### src/rtl/alu_pkg.sv
// Shared encodings and defaults for the sequential ALU shifter.
// The op encodings match the ALU opcode field that drives in_op.
package alu_pkg;

   localparam int DEF_WIDTH = 32;
   localparam int DEF_SHW   = 5;

   typedef enum logic [1:0] {
      OP_SLL = 2'b00,
      OP_SRL = 2'b01,
      OP_SRA = 2'b10,
      OP_ROR = 2'b11
   } op_t;

   typedef enum logic [1:0] {
      ST_IDLE  = 2'b00,
      ST_SHIFT = 2'b01,
      ST_DONE  = 2'b10
   } state_t;

endpackage

### src/rtl/alu_shift_step.sv
// Purely combinational one-bit shift/rotate step.
// carry_out is the bit that leaves the word on this step.
module alu_shift_step
   import alu_pkg::*;
#(
   parameter int WIDTH = DEF_WIDTH
) (
   input  logic [WIDTH-1:0] data,
   input  logic [1:0]       op,
   output logic [WIDTH-1:0] next_data,
   output logic             carry_out
);

   always_comb begin
      next_data = data;
      carry_out = 1'b0;
      case (op_t'(op))
         OP_SLL: begin
            carry_out = data[WIDTH-1];
            next_data = {data[WIDTH-2:0], 1'b0};
         end
         OP_SRL: begin
            carry_out = data[0];
            next_data = {1'b0, data[WIDTH-1:1]};
         end
         OP_SRA: begin
            carry_out = data[0];
            next_data = {data[WIDTH-1], data[WIDTH-1:1]};
         end
         OP_ROR: begin
            carry_out = data[0];
            next_data = {data[0], data[WIDTH-1:1]};
         end
         default: begin
            next_data = data;
            carry_out = 1'b0;
         end
      endcase
   end

endmodule

### src/rtl/alu_seq_shifter.sv
// Multi-cycle shifter: one bit position per clock, valid/ready on both sides.
// Handshakes: a transfer happens on an edge where valid and ready are both high.
module alu_seq_shifter
   import alu_pkg::*;
#(
   parameter int WIDTH = DEF_WIDTH,
   parameter int SHW   = DEF_SHW
) (
   input  logic             clk,
   input  logic             reset_n,
   input  logic             in_valid,
   output logic             in_ready,
   input  logic [WIDTH-1:0] in_data,
   input  logic [SHW-1:0]   in_amount,
   input  logic [1:0]       in_op,
   output logic             out_valid,
   input  logic             out_ready,
   output logic [WIDTH-1:0] out_data,
   output logic             out_carry,
   output logic             out_zero
);

   state_t           state_q;
   state_t           state_d;
   logic [WIDTH-1:0] data_q;
   logic [SHW-1:0]   count_q;
   logic [1:0]       op_q;
   logic             carry_q;
   logic [WIDTH-1:0] step_data;
   logic             step_carry;
   logic             accept;

   assign accept = in_valid && (state_q == ST_IDLE);

   alu_shift_step #(.WIDTH(WIDTH)) u_step (
      .data      (data_q),
      .op        (op_q),
      .next_data (step_data),
      .carry_out (step_carry)
   );

   always_ff @(posedge clk) begin
      if (!reset_n) state_q <= ST_IDLE;
      else          state_q <= state_d;
   end

   always_comb begin
      state_d = state_q;
      case (state_q)
         ST_IDLE:  if (in_valid) state_d = (in_amount != '0) ? ST_SHIFT : ST_DONE;
         ST_SHIFT: if (count_q == SHW'(1)) state_d = ST_DONE;
         ST_DONE:  if (out_ready) state_d = ST_IDLE;
         default:  state_d = ST_IDLE;
      endcase
   end

   // Datapath: operands captured only at the accept edge, stepped only in SHIFT.
   always_ff @(posedge clk) begin
      if (!reset_n) begin
         data_q  <= '0;
         count_q <= '0;
         op_q    <= 2'b00;
         carry_q <= 1'b0;
      end else if (accept) begin
         data_q  <= in_data;
         count_q <= in_amount;
         op_q    <= in_op;
         carry_q <= 1'b0;
      end else if (state_q == ST_SHIFT) begin
         data_q  <= step_data;
         count_q <= count_q - SHW'(1);
         carry_q <= step_carry;
      end
   end

   always_comb begin
      in_ready  = (state_q == ST_IDLE);
      out_valid = (state_q == ST_DONE);
      out_data  = data_q;
      out_carry = carry_q;
      out_zero  = (data_q == '0);
   end

endmodule
### config.mk
export PLATFORM = sky130hd
export DESIGN_NAME = alu_seq_shifter
export DESIGN_NICKNAME = d
export VERILOG_FILES = /design/src/rtl/alu_pkg.sv /design/src/rtl/alu_shift_step.sv /design/src/rtl/alu_seq_shifter.sv
export SDC_FILE = /design/constraint.sdc
export NUM_CORES = 1
export LEC_CHECK = 0
export CAP_MARGIN = 20
export CORE_MARGIN = 4
export CORE_UTILIZATION = 57
export CTS_BUF_LIST = sky130_fd_sc_hd__clkbuf_16
export DETAILED_ROUTE_END_ITERATION = 7
export DONT_BUFFER_PORTS = 1
export GPL_TIMING_DRIVEN = 0
export PLACE_DENSITY = 0.75
export SLEW_MARGIN = 30
export SYNTH_ARGS = -nofsm -noshare
export SYNTH_HDL_FRONTEND = slang
export SYNTH_SLANG_ARGS = --single-unit
### constraint.sdc
create_clock -name clk -period 1.3 [get_ports clk]
set_input_delay 0.065 -clock clk [delete_from_list [all_inputs] [get_ports clk]]
set_output_delay 0.065 -clock clk [all_outputs]
set_load 0.02 [all_outputs]
# Word level (Yosys, flattened, before mapping)
# Cells that the tools add are included.
[classes] eq_ne=10 add_sub_neg=1 bitwise_logic=1 n_reduce_logical=10 n_mux=11
[ops] operator="$pmux W32 S4" n=1
[ops] operator="$mux W32" n=2
[ops] operator="$logic_not A32 Y1" n=1
[ops] operator="$mux W5" n=2
[ops] operator="$mux W2" n=4
[ops] operator="$eq A2 B2 Y1 const B" n=3
[ops] operator="$ne A2 B2 Y1 const B" n=3
[ops] operator="$pmux W2 S3" n=1
[ops] operator="$eq A5 B1 Y1 const B" n=1
[ops] operator="$reduce_bool A5 Y1" n=1
[ops] operator="$sub A5 B1 Y5 const B" n=1
[ops] operator="$eq A2 B1 Y1 const B" n=2
[ops] operator="$logic_not A2 Y1" n=2
[ops] operator="$reduce_and A3 Y1" n=1
[ops] operator="$reduce_or A3 Y1" n=1
[ops] operator="$ne A2 B1 Y1 const B" n=1
[ops] operator="$pmux W1 S2" n=1
[ops] operator="$reduce_and A2 Y1" n=1
[ops] operator="$reduce_bool A2 Y1" n=1
[ops] operator="$reduce_or A2 Y1" n=1
[ops] operator="$logic_and A1 B1 Y1" n=1
[ops] operator="$not A1 Y1" n=1
[totals] input_bits=43 output_inout_bits=36 ff_bits=42

# Longest topological paths before layout
[depth] word_depth=4 ltp_mapped=5

# By module
# A second synthesis with hierarchy kept.
[hier_totals] cells_unflattened=293 hier_area_um2=2565.0
[by_module_without_submodules] mod="alu_seq_shifter" instances=1 seq_area_each_um2=840.8 cells_each=254 area_per_inst_um2=2137.0
[by_module_without_submodules] mod="alu_shift_step" instances=1 seq_area_each_um2=0.0 cells_each=39 area_per_inst_um2=427.9

# Worst setup path after synthesis
# Ideal clock, no wire load.
[synth_timing] path_kind="register to register" from="register op_q[0]" to="register data_q[16] (netlist: out_data[16])" synth_period_minus_slack_ns=1.257 path_stages_with_launch=6 path_slack_ns=0.043 t_arrival_ns=1.135 path_buffers=2 path_cell_list="dfxtp_1 buf_2 clkbuf_1 o21a_1 a211oi_1 o21ai_2"
[synth_between] elab_chain_len=4
[synth_lines] item="start: declaration" line="alu_seq_shifter.sv:27" rtl="logic [1:0] op_q;"
[synth_lines] item="start signal: assignment" line="alu_seq_shifter.sv:67" rtl="op_q <= in_op;"
[synth_lines] item="$eq A2 B2 Y1, or another cell as far along" line="alu_shift_step.sv:17" rtl="case (op_t'(op))"
[synth_lines] item="$pmux W32 S4 (*)" line="alu_shift_step.sv:17"
[synth_lines] item="$mux W32 (*)" line="alu_seq_shifter.sv:69" rtl="end else if (state_q == ST_SHIFT) begin"
[synth_lines] item="$mux W32 (*)" line="alu_seq_shifter.sv:64" rtl="end else if (accept) begin"
[synth_lines] item="end signal: assignment" line="alu_seq_shifter.sv:65" rtl="data_q <= in_data;"
[synth_lines] item="end signal: assignment" line="alu_seq_shifter.sv:70" rtl="data_q <= step_data;"
[synth_lines] item="end: declaration" line="alu_seq_shifter.sv:25" rtl="logic [WIDTH-1:0] data_q;"
# Every way passes the cells marked *; elsewhere a longest branch is shown, timed or not. The select of a mux whose other input is x is not followed.
# A chain may end at the register's enable or synchronous reset.

# Worst setup path after layout
[layout_timing] from="register data_q[16] (netlist: out_data[16])" to="output out_zero"
[layout_between] elab_chain_len=1
[layout_lines] item="$logic_not A32 Y1" line="alu_seq_shifter.sv:81" rtl="out_zero = (data_q == '0);"
[layout_lines] item="end: declaration" line="alu_seq_shifter.sv:20" rtl="output logic out_zero"
# Every way passes these cells.

==> metrics.txt <==
CTS tree=built; clock tree buffer depth=2; first-pass GRT wire length=14500 um; Pre-antenna DRT Iters=5; #FFs+latches synth=42; final worst slack=-0.147 ns; Hold WS=-0.00492 ns; vias in the first global route=2728; Rel. slew slack=59.5%; Final Cell Area=3750 um^2; share of synthesized flip-flops with an asynchronous set or reset=0%; die span in y=76.0 um; Via density=7.35; DRT iter0 DRCs=351; DP Area=2700 um^2; reg2reg path depth=5; Placer Congestion=0.845; VDD IR max=920 uV; Post-DRT Antenna Nets=0; R2R setup slack=-0.11 ns; Post-Place Cells=357; CP Launch Type=flop; wire per inst=24.8 um; WS Path Type=flop to output port; Critical Path RT=1.24 ns; final core occ=84.9%; Port Buffers=0; pin count of the biggest net entering global routing=12; Final setup viols=25; RSZ-0062 raised after global routing=true; PD cells=1200 nW/um^2; total gr overflow=0; Final Cycle Share=111%; initial antenna violation count=0; crit path from=out_data[16]$_SDFFE_PN0P_; Slew @ Worst Pin=0.607 ns; Synth cell types=46; Detailed Route WL=10100 um; # diodes=0; Crit path arrival time=1.38 ns; fin cells=409; reg-to-reg endpoint=out_data[27]$_SDFFE_PN0P_; Syn Inst Count=305; crit path time final=1.45 ns; clk sinks=42; dpl ws=-0.139 ns; Placeable Area=4410 um^2; total I/O pin count=79; Fin Clk Skew=0.00455 ns; die width=76.0 um; hold worst-path end=out_data[1]$_SDFFE_PN0P_; Hold Crit Class=primary input to flop; Synth Warn #=0; # Max-Cap Violations=0; Starting Density=59.7%; r2r startpoint=op_q[1]$_SDFFE_PN0P_; hold depth=2; Fmax=691 MHz; final max-slew violation count=0; prevailing post-synth register cell=dfxtp_1; Layout Nets=402; Post-synth EDFFs=0; Worst Hold Launch=in_data[1]; Critical Path Fanout Max=5; drt drc=0; Mapped Area=2640 um^2; CTS buffer count=5; worst skew pair latency=0.28 ns; Area growth syn-to-layout=42.1%; htree depth=2; Power Total=4500 uW; share of layout cells above drive strength 1=43.4%; FP Rows=24; sequential area share after synthesis=31.9%; Pleak=0.00137 uW; DP Wirelength=5480 um; outcome=complete, but fails checks; failing checks=negative hold slack, negative setup slack; mean post-synth cell area=8.64 um^2; post-synth net total=350; Root Driver=clkbuf_16; Hold Vio Cnt, Final=1; GRT Util Overall=30.0%; Setup crit end kind=output port; Vias=3007; clock-pin slew of the registers on the worst-case setup and hold paths=0.06 ns; Fillers=230; Die ar.=5780 um^2
==> worst max path at each step <==
stage	end	slack, ns	depth (start not counted)
6_report	out_zero	-0.15	3
5_1_grt	out_zero	-0.17	3
4_1_cts	out_zero	-0.15	3
3_5_place_dp	out_data[1]$_SDFFE_PN0P_	-0.14	5
3_3_place_gp	out_zero	-0.09	3
2_1_floorplan	out_data[16]$_SDFFE_PN0P_	0.04	5
==> flip-flops by register name, indices dropped and copies added (netlist names) <==
signal,count
state_q,2
out_carry,1
out_data,32
count_q,5
op_q,2
==> through the flow <==
step,hold WS [ns],TNS (ns)
after CTS,0.00206,-0.192
after global placement,0.201,-1.41
after global routing,-0.000905,-2.26
after detailed placement,0.207,-2.24
after floorplan,0.195,0
final,-0.00492,-0.779
==> routing by layer <==
metal / GRT usage (%) / share of wire [%]
met1: 36.4 / 36
met2: 50.8 / 48
met3: 8.63 / 11
met4: 9.43 / 3.9
met5: 0 / 0
==> power breakdown <==
group / switching [uW] / total (uW) / internal, uW / leakage (uW)
sequential: 444 / 1910 / 1460 / 0.000360
clock: 496 / 1180 / 687 / 0.0000723
combinational: 716 / 1410 / 695 / 0.000940
total: 1660 / 4500 / 2840 / 0.00137
==> kinds of logic after synthesis <==
logic type,after synthesis,synth area share (%)
fa+ha+maj,2,0.949
buf+inv,42,8.68
simple gates,70,15.5
flops,42,31.9
mux,2,0.807
xor+xnor,1,0.332
compound gates,146,41.8
==> layout make-up <==
class                      instances  area, um^2  area share (%)
timing repair buffer              46         467            12.5
tap                               52        65.1            1.74
clock buffer                       5         125            3.34
inverter                           6        22.5           0.601
sequential                        42         903            24.1
multi-input combinational        221        1850            49.2
buffer                            35         312            8.31
clock inverter                     2        7.51           0.200
==> Yosys cell counts (3+ instances only) <==
cell,n,area share [%]
dfxtp_1,42,32
o21a_1,30,8.5
a211oi_1,23,6.5
nand3_1,23,4.4
a21oi_1,16,3.0
o211ai_2,16,7.6
o21ai_0,15,2.8
buf_2,14,2.7
o21ai_2,11,3.7
a22oi_1,9,2.6
nor3b_1,9,2.6
nor4_1,9,2.1
o21ai_1,9,1.7
clkbuf_1,8,1.1
nand2_1,8,1.1
buf_4,7,2.0
o211ai_1,7,2.0
inv_1,6,0.85
buf_1,3,0.43
nor2_1,3,0.43
nor3_1,3,0.57
==> critical path, stage by stage, from the launching register on <==
cell	delay, ns
dfxtp_4	0.39
nor4_2	0.30
nand4_1	0.19
nor2_4	0.22
==> cells in the final DEF (no fill, tap or decap), types with 10 or more instances in the layout <==
cell type / n
o21a_1: 30
dlygate4sd3_1: 30
nand3_1: 22
buf_4: 21
o21ai_1: 20
dfxtp_2: 20
a211oi_2: 17
o211ai_2: 16
a21oi_1: 14
dfxtp_1: 12
o21ai_2: 11
buf_6: 10
dfxtp_4: 10
==> what timing repair did <==
item	in CTS	in global routing
setup endpoints to repair	33	38
resized for setup	69	89
setup buffers	3	9
pin swaps	6	13
cloned	3	2
endpoints found under the hold margin	30	0
hold buffers	30	0
Power figures use the tool's default switching activity.
